===== src/rtl/ysyx_25040129_axi_arbiter.sv =====
// ---------------------------------------------------------------------------
// ysyx_25040129_axi_arbiter
//
// Purpose
//   Merges the two core-side AXI4 masters onto the single SoC io_master port.
//     M0 = IFU : read-only, INCR bursts of m0_arlen+1 beats, 32-bit beats.
//     M1 = LSU : single-beat reads and single-beat writes.
//   At most one read and one write transaction are outstanding on io_master.
//   Reads are granted round-robin between M0 and M1. Writes come only from
//   M1 and pass through a small tracking FSM that lets AW and W handshake
//   independently.
//
// Ports
//   clock, reset            system clock, synchronous active-high reset
//   m0_ar* / m0_r*          IFU read address / read data channels
//   m1_ar* / m1_r*          LSU read address / read data channels
//   m1_aw* / m1_w* / m1_b*  LSU write address / write data / response
//   io_master_*             downstream AXI4 master port (ids driven 0,
//                           returned rid/bid ignored)
// ---------------------------------------------------------------------------
module ysyx_25040129_axi_arbiter #(
    parameter int ADDR_W = 32,
    parameter int DATA_W = 32,
    parameter int ID_W   = 4
) (
    input  logic                clock,
    input  logic                reset,

    // M0 (IFU) read address
    input  logic                m0_arvalid,
    output logic                m0_arready,
    input  logic [ADDR_W-1:0]   m0_araddr,
    input  logic [7:0]          m0_arlen,
    // M0 (IFU) read data
    output logic                m0_rvalid,
    input  logic                m0_rready,
    output logic [DATA_W-1:0]   m0_rdata,
    output logic [1:0]          m0_rresp,
    output logic                m0_rlast,

    // M1 (LSU) read address
    input  logic                m1_arvalid,
    output logic                m1_arready,
    input  logic [ADDR_W-1:0]   m1_araddr,
    input  logic [2:0]          m1_arsize,
    // M1 (LSU) read data
    output logic                m1_rvalid,
    input  logic                m1_rready,
    output logic [DATA_W-1:0]   m1_rdata,
    output logic [1:0]          m1_rresp,
    // M1 (LSU) write address
    input  logic                m1_awvalid,
    output logic                m1_awready,
    input  logic [ADDR_W-1:0]   m1_awaddr,
    input  logic [2:0]          m1_awsize,
    // M1 (LSU) write data
    input  logic                m1_wvalid,
    output logic                m1_wready,
    input  logic [DATA_W-1:0]   m1_wdata,
    input  logic [DATA_W/8-1:0] m1_wstrb,
    // M1 (LSU) write response
    output logic                m1_bvalid,
    input  logic                m1_bready,
    output logic [1:0]          m1_bresp,

    // io_master read address
    output logic                io_master_arvalid,
    input  logic                io_master_arready,
    output logic [ADDR_W-1:0]   io_master_araddr,
    output logic [ID_W-1:0]     io_master_arid,
    output logic [7:0]          io_master_arlen,
    output logic [2:0]          io_master_arsize,
    output logic [1:0]          io_master_arburst,
    // io_master read data
    input  logic                io_master_rvalid,
    output logic                io_master_rready,
    input  logic [DATA_W-1:0]   io_master_rdata,
    input  logic [1:0]          io_master_rresp,
    input  logic                io_master_rlast,
    input  logic [ID_W-1:0]     io_master_rid,
    // io_master write address
    output logic                io_master_awvalid,
    input  logic                io_master_awready,
    output logic [ADDR_W-1:0]   io_master_awaddr,
    output logic [ID_W-1:0]     io_master_awid,
    output logic [7:0]          io_master_awlen,
    output logic [2:0]          io_master_awsize,
    output logic [1:0]          io_master_awburst,
    // io_master write data
    output logic                io_master_wvalid,
    input  logic                io_master_wready,
    output logic [DATA_W-1:0]   io_master_wdata,
    output logic [DATA_W/8-1:0] io_master_wstrb,
    output logic                io_master_wlast,
    // io_master write response
    input  logic                io_master_bvalid,
    output logic                io_master_bready,
    input  logic [1:0]          io_master_bresp,
    input  logic [ID_W-1:0]     io_master_bid
);

    localparam logic [1:0] BURST_INCR = 2'b01;
    localparam logic [2:0] IFU_SIZE   = 3'b010;
    localparam logic       GNT_M0     = 1'b0;
    localparam logic       GNT_M1     = 1'b1;

    typedef enum logic [1:0] {
        R_IDLE = 2'd0,
        R_AR   = 2'd1,
        R_DATA = 2'd2
    } r_state_e;

    typedef enum logic [1:0] {
        W_IDLE = 2'd0,
        W_REQ  = 2'd1,
        W_RESP = 2'd2
    } w_state_e;

    // Response IDs are not used: only one transaction per direction is ever
    // outstanding, so the response always belongs to the current owner.
    logic unused_ids;
    assign unused_ids = ^{io_master_rid, io_master_bid};

    // -----------------------------------------------------------------------
    // Read path
    // -----------------------------------------------------------------------
    r_state_e r_state_q, r_state_d;
    logic     grant_q, grant_d;
    logic     last_grant_q, last_grant_d;

    always_ff @(posedge clock) begin
        if (reset) begin
            r_state_q    <= R_IDLE;
            grant_q      <= GNT_M0;
            last_grant_q <= GNT_M0;
        end else begin
            r_state_q    <= r_state_d;
            grant_q      <= grant_d;
            last_grant_q <= last_grant_d;
        end
    end

    always_comb begin
        r_state_d         = r_state_q;
        grant_d           = grant_q;
        last_grant_d      = last_grant_q;
        io_master_arvalid = 1'b0;
        io_master_rready  = 1'b0;
        m0_arready        = 1'b0;
        m1_arready        = 1'b0;
        m0_rvalid         = 1'b0;
        m1_rvalid         = 1'b0;

        unique case (r_state_q)
            R_IDLE: begin
                // M1 wins when alone, or on a tie when M0 was served last.
                if (m0_arvalid || m1_arvalid) begin
                    grant_d      = (m1_arvalid && (!m0_arvalid || last_grant_q == GNT_M0))
                                   ? GNT_M1 : GNT_M0;
                    last_grant_d = grant_d;
                    r_state_d    = R_AR;
                end
            end
            R_AR: begin
                if (grant_q == GNT_M1) begin
                    io_master_arvalid = m1_arvalid;
                    m1_arready        = io_master_arready;
                end else begin
                    io_master_arvalid = m0_arvalid;
                    m0_arready        = io_master_arready;
                end
                if (io_master_arvalid && io_master_arready) begin
                    r_state_d = R_DATA;
                end
            end
            R_DATA: begin
                if (grant_q == GNT_M1) begin
                    m1_rvalid        = io_master_rvalid;
                    io_master_rready = m1_rready;
                end else begin
                    m0_rvalid        = io_master_rvalid;
                    io_master_rready = m0_rready;
                end
                if (io_master_rvalid && io_master_rready && io_master_rlast) begin
                    r_state_d = R_IDLE;
                end
            end
            default: begin
                r_state_d = R_IDLE;
            end
        endcase
    end

    // Address-channel payload follows the registered grant; it is only
    // meaningful while io_master_arvalid is high.
    always_comb begin
        io_master_arid    = '0;
        io_master_arburst = BURST_INCR;
        if (grant_q == GNT_M1) begin
            io_master_araddr = m1_araddr;
            io_master_arlen  = 8'd0;
            io_master_arsize = m1_arsize;
        end else begin
            io_master_araddr = m0_araddr;
            io_master_arlen  = m0_arlen;
            io_master_arsize = IFU_SIZE;
        end
    end

    // Read data payload is broadcast; only the rvalid above is steered.
    assign m0_rdata = io_master_rdata;
    assign m0_rresp = io_master_rresp;
    assign m0_rlast = io_master_rlast;
    assign m1_rdata = io_master_rdata;
    assign m1_rresp = io_master_rresp;

    // -----------------------------------------------------------------------
    // Write path (M1 only)
    // -----------------------------------------------------------------------
    w_state_e w_state_q, w_state_d;
    logic     aw_done_q, aw_done_d;
    logic     w_done_q, w_done_d;
    logic     aw_fire, w_fire;

    always_ff @(posedge clock) begin
        if (reset) begin
            w_state_q <= W_IDLE;
            aw_done_q <= 1'b0;
            w_done_q  <= 1'b0;
        end else begin
            w_state_q <= w_state_d;
            aw_done_q <= aw_done_d;
            w_done_q  <= w_done_d;
        end
    end

    always_comb begin
        w_state_d         = w_state_q;
        aw_done_d         = aw_done_q;
        w_done_d          = w_done_q;
        io_master_awvalid = 1'b0;
        io_master_wvalid  = 1'b0;
        io_master_bready  = 1'b0;
        m1_awready        = 1'b0;
        m1_wready         = 1'b0;
        m1_bvalid         = 1'b0;
        aw_fire           = 1'b0;
        w_fire            = 1'b0;

        unique case (w_state_q)
            W_IDLE: begin
                if (m1_awvalid) begin
                    w_state_d = W_REQ;
                    aw_done_d = 1'b0;
                    w_done_d  = 1'b0;
                end
            end
            W_REQ: begin
                // Each channel is masked once it has handshaken so the
                // slave never sees a second AW or W for this write.
                io_master_awvalid = m1_awvalid && !aw_done_q;
                io_master_wvalid  = m1_wvalid  && !w_done_q;
                m1_awready        = io_master_awready && !aw_done_q;
                m1_wready         = io_master_wready  && !w_done_q;
                aw_fire           = io_master_awvalid && io_master_awready;
                w_fire            = io_master_wvalid  && io_master_wready;
                if (aw_fire) aw_done_d = 1'b1;
                if (w_fire)  w_done_d  = 1'b1;
                if ((aw_done_q || aw_fire) && (w_done_q || w_fire)) begin
                    w_state_d = W_RESP;
                end
            end
            W_RESP: begin
                m1_bvalid        = io_master_bvalid;
                io_master_bready = m1_bready;
                if (io_master_bvalid && io_master_bready) begin
                    w_state_d = W_IDLE;
                end
            end
            default: begin
                w_state_d = W_IDLE;
            end
        endcase
    end

    assign io_master_awaddr  = m1_awaddr;
    assign io_master_awid    = '0;
    assign io_master_awlen   = 8'd0;
    assign io_master_awsize  = m1_awsize;
    assign io_master_awburst = BURST_INCR;
    assign io_master_wdata   = m1_wdata;
    assign io_master_wstrb   = m1_wstrb;
    assign io_master_wlast   = 1'b1;
    assign m1_bresp          = io_master_bresp;

endmodule


===== config.mk =====
export PLATFORM = sky130hd
export DESIGN_NAME = ysyx_25040129_axi_arbiter
export DESIGN_NICKNAME = d
export VERILOG_FILES = /design/src/rtl/ysyx_25040129_axi_arbiter.sv
export SDC_FILE = /design/constraint.sdc
export NUM_CORES = 1
export LEC_CHECK = 0
export BUFFER_PORTS_ARGS = -buffer_cell sky130_fd_sc_hd__buf_2
export CAP_MARGIN = 20
export CORE_AREA = 3 3 164 166
export CTS_CLUSTER_DIAMETER = 30
export DETAILED_ROUTE_END_ITERATION = 8
export DIE_AREA = 0 0 167 169
export SYNTH_ARGS = -nofsm -noshare
export SYNTH_HDL_FRONTEND = slang
export SYNTH_SLANG_ARGS = --single-unit

===== constraint.sdc =====
create_clock -name clock -period 1.4 [get_ports clock]
set_clock_uncertainty 0.05 [all_clocks]
set_input_delay 0.07 -clock clock [delete_from_list [all_inputs] [get_ports clock]]
set_output_delay 0.07 -clock clock [all_outputs]
set_load 0.01 [all_outputs]

### Yosys cells after proc, flatten, opt, wreduce, memory -nomap -nowiden

Index checks and enable logic that the tools add are counted.
W data, S select, Z words.

* logic and storage cells: 82
* input bits: 205
* register bits after elaboration: 7
* memories: 0
* bits in latches: 0
* output and inout port bits: 218
* bits in writable memories: 0
* bits in read-only memories: 0

* multipliers: 0
* div/mod/pow operators: 0
* muxes and demuxes: 37
* equal/unequal tests: 12
* reductions and logical operators: 27
* $add $sub $neg: 0
* shift operators: 0
* bitwise gates (word level): 1
* magnitude comparators: 0

Operator list (count)
* $mux W32: 1
* $mux W1: 24
* $ne A2 B2 Y1 const B: 8
* $logic_and A1 B1 Y1: 12
* $mux W2: 6
* $pmux W2 S3: 2
* $reduce_and A3 Y1: 4
* $mux W8: 1
* $eq A2 B1 Y1 const B: 2
* $eq A2 B2 Y1 const B: 2
* $logic_not A2 Y1: 2
* $logic_or A1 B1 Y1: 4
* $pmux W1 S2: 2
* $logic_not A1 Y1: 3
* $mux W3: 1
* $reduce_and A2 Y1: 1
* $reduce_bool A2 Y1: 1
* $not A1 Y1: 1

### Depth between registers and ports, before layout

* depth in word-level cells: 7
* gate-level depth with buffers: 5
* mapped depth without buffers: 3

### Worst setup path before layout

No wires, ideal clock.

* kind: register -> register
* from: register last_grant_q (netlist name)
* to: register r_state_q[0]
* required time: 1.262 ns
* path slack: 0.206 ns
* buffers on the path: 1
* clock period less this slack: 1.194 ns
* arrival: 1.057 ns
* cell stages (with the launch flop): 5
* cell sequence: dfxtp_1 -> buf_6 -> mux2_4 -> and3_4 -> nor4_4

RTL lines
* end signal, assigned: RTL line 137 `r_state_q <= r_state_d;`
* end, declared: RTL line 127 `r_state_e r_state_q, r_state_d;`

==> results.txt <==
----------------------------------------------------
[Status]
  Result of the run ... finished with violations
  Violated checks ... negative setup slack

[GRT]
  Via count of the first global-routing pass ... 1,560
  Largest net degree at the start of global routing ... 21
  Global routing usage summed across all routing layers ... 4.45%
  Wire length of the first global-routing pass ... 9490 um
  Total congestion overflow ... 0
  Number of antenna violations at the first check in global routing ... 0

[Clocking]
  TritonCTS Buffers ... 3
  Largest buffer count on any clock path ... 2
  CTS root buf ... sky130_fd_sc_hd__clkbuf_16
  H-tree depth ... 1
  Clock latency reported for the late side of the worst-skew pair ... 230 ps
  Num Clock Sinks ... 7
  Clk pin slew, worst setup/hold paths ... 40 ps
  TritonCTS clock tree ... done

[Min path]
  Min-delay src ... m0_arvalid
  Path type of the worst min-delay path ... in -> reg

[Synth]
  Dominant register cell in the synthesized netlist ... sky130_fd_sc_hd__dfxtp_1
  Post-synthesis instance area ... 0.00215 mm2
  Number of instances in the synthesized netlist ... 270
  Flip-flop and latch count after synthesis ... 7
  Warning count from the yosys run ... 0
  Area fraction of the dominant cell type after synthesis ... 57.2%
  Share of the yosys chip area belonging to registers ... 6.51%
  Yosys top cell by area ... sky130_fd_sc_hd__buf_4
  Top post-synthesis cells by area ... sky130_fd_sc_hd__buf_4 (57%), sky130_fd_sc_hd__mux2_2 (17%), sky130_fd_sc_hd__dfxtp_1 (6.5%), sky130_fd_sc_hd__nor2b_1 (3.2%), sky130_fd_sc_hd__and2_1 (1.5%)
  Share of flip-flops with an asynchronous set or reset ... 0%
  Count of flip-flops with a built-in enable after synthesis ... 0
  Mean instance size in the synthesized netlist ... 7.98 um2
  Cell variety after synth ... 29

[Power]
  Peak VDD IR ... 0.254 mV
  Leak Pwr ... 1.14 nW
  Cell area power density ... 650 mW/mm2

[Placement]
  Routability cong. ... 0.653
  Total placed cells including tap cells ... 600
  Number of buffers added on ports ... 145
  HPWL after detailed placement ... 6020 um

[Routing]
  Vias after detailed routing ... 1,605
  Initial DRC Count ... 30
  TritonRoute pass-1 iters ... 4
  Detailed Route WL ... 7230 um
  Vias per inst ... 2.64
  Routed length per placed instance ... 11.9 um
  DRC violations left ... 0
  Remaining number of nets flagged by the antenna check after routing ... 0

[Setup path]
  CP top delay family ... flip-flops
  Endpoint arrival time on the critical path ... 1320 ps
  Critical path launch point ... last_grant_q
  Max FO, Critical Path ... 20
  Worst path required time ... 1280 ps
  Count of buffer and inverter cells on the critical path ... 2
  Beginning of the worst register-to-register path ... last_grant_q
  Cell with the largest stage delay on the worst path ... sky130_fd_sc_hd__dfxtp_4
  Type of destination of the critical path ... primary output
  Cell-by-cell listing of the critical path ... buf_12, mux2_2, buf_2
  Crit start category ... register
  Critical path class ... reg -> out
  Largest stage delay on the critical path ... 390 ps

[Layout]
  Layout Cells excl Fill ... 609
  # fillers ... 2,987
  P&R area growth vs syn ... 13.1%
  Fraction of layout cells with a size suffix above 1 ... 71.5%
  Net count reported at finish ... 480
  ANT cells ... 0

[Timing]
  Final Cycle Share ... 103%
  Peak clock frequency supported by timing ... 694 MHz
  Number of endpoints failing setup at the final stage ... 18
  Fin crit period ... 1440 ps
  Post-route worst setup slack ... -40.5 ps
  Number of slew-limit violations in the final report ... 0
  Tightest hold margin ... 27.4 ps
  Number of hold-slack violations in the final timing report ... 0
  RSZ-0062 raised after global routing ... true

[Floorplanning]
  DIE HEIGHT ... 169 um
  Die boundary width ... 167 um
  Initial core utilization ... 8.36%
  I/O pin count ... 423
  Core Box Area ... 0.0258 mm2
  Total number of placement rows ... 59
  Floorplan die area ... 0.0282 mm2

[Job]
  Maximum Capacitance Violations ... 0

----------------------------------------------------
[logic make-up after synthesis]
family / Yosys count / share of synthesized area, %
AO/OA/AOI/OAI: 12 / 3.60
other: 2 / 0.349
flip-flops: 7 / 6.51
AND/OR/NAND/NOR: 41 / 11.9
buffers and inverters: 173 / 59.3
multiplexers: 35 / 18.4
[cell usage after synthesis (2+ instances only)]
master                     number
sky130_fd_sc_hd__buf_2          4
sky130_fd_sc_hd__clkbuf_1       2
sky130_fd_sc_hd__mux2_2        32
sky130_fd_sc_hd__conb_1         2
sky130_fd_sc_hd__nand3b_1       2
sky130_fd_sc_hd__nor2_1         4
sky130_fd_sc_hd__nand2_1        5
sky130_fd_sc_hd__dfxtp_1        7
sky130_fd_sc_hd__o31ai_1        2
sky130_fd_sc_hd__a21oi_1        5
sky130_fd_sc_hd__inv_1          2
sky130_fd_sc_hd__nand2b_1       2
sky130_fd_sc_hd__buf_4        164
sky130_fd_sc_hd__nor3_1         3
sky130_fd_sc_hd__and3_1         4
sky130_fd_sc_hd__nor2b_1       11
sky130_fd_sc_hd__mux2i_1        2
sky130_fd_sc_hd__a31oi_1        2
sky130_fd_sc_hd__and2_1         5
[worst paths after layout]
check | endpoint | slack [ps] | cells past startpoint
max | io_master_araddr[0] | -40 | 3
min | last_grant_q | 30 | 2
max reg2reg | r_state_q[0] | 130 | 4
min reg2reg | w_done_q | 470 | 2
[cells in the final DEF (no fill, tap or decap), drive strengths merged]
cell type / n
nand2b: 2
a31oi: 2
nor2: 4
and3: 5
o31ai: 2
a311oi: 1
nor4: 1
o21ai: 1
conb: 21
a21oi: 5
and2: 5
a2111o: 1
nand3: 1
nor3: 3
clkbuf: 5
dfxtp: 7
nor3b: 1
nor4b: 1
mux2: 33
nand3b: 2
inv: 2
nand2: 5
mux2i: 2
buf: 151
nor2b: 11
[state kept, by name, summed over array words and instances, names as in the netlist]
name          flops
w_done_q          1
aw_done_q         1
last_grant_q      1
r_state_q         2
w_state_q         2
[cell type report]
cell class	instances	area [um2]	share of cell area, %
timing repair buffer	152	910	37.4
multi-input combinational	109	875	35.9
tap	335	419	17.2
sequential	7	145	5.96
clock buffer	4	78.8	3.24
inverter	2	7.51	0.308
[where the power goes]
| group | switching [W] | internal [W] | leakage [nW] | total (W) |
|---|---|---|---|---|
| logic | 0.000374 | 0.000459 | 1.05 | 0.000832 |
| registers | 0.0000307 | 0.000221 | 0.0585 | 0.000252 |
| clock network | 0.000117 | 0.000380 | 0.0382 | 0.000497 |
[what timing repair did]
| item | in CTS | in global routing |
|---|---|---|
| buffers inserted | 4 | 0 |
| cloned | 1 | 1 |
| hold buffers | 0 | 0 |
| gates resized for setup | 23 | 12 |
| setup endpoints to repair | 36 | 47 |
| pin swaps | 0 | 1 |
[routing by layer]
layer | GRT usage [%] | wire (um)
met3 | 2.52 | 995
met5 | 0 | 0
met4 | 3.23 | 450
met1 | 4.38 | 2480
met2 | 7.06 | 3300
[stage by stage]
stage	instance area [um2]	TNS, ps	utilization, %	power [W]	worst slack (ps)
finish	2430	-279	9.45	0.00158	-40.5
global route	2430	-1590	9.45	0.00169	-93.8
CTS	2390	-867	9.28	0.00159	-59.5
detailed placement	2140	-103	8.31	0.000965	-103
global placement	2140	-79.8	8.31	0.000954	-79.8
floorplan	2220	0	-	0.00108	206
Note: power is estimated with default switching activity, not from simulation.
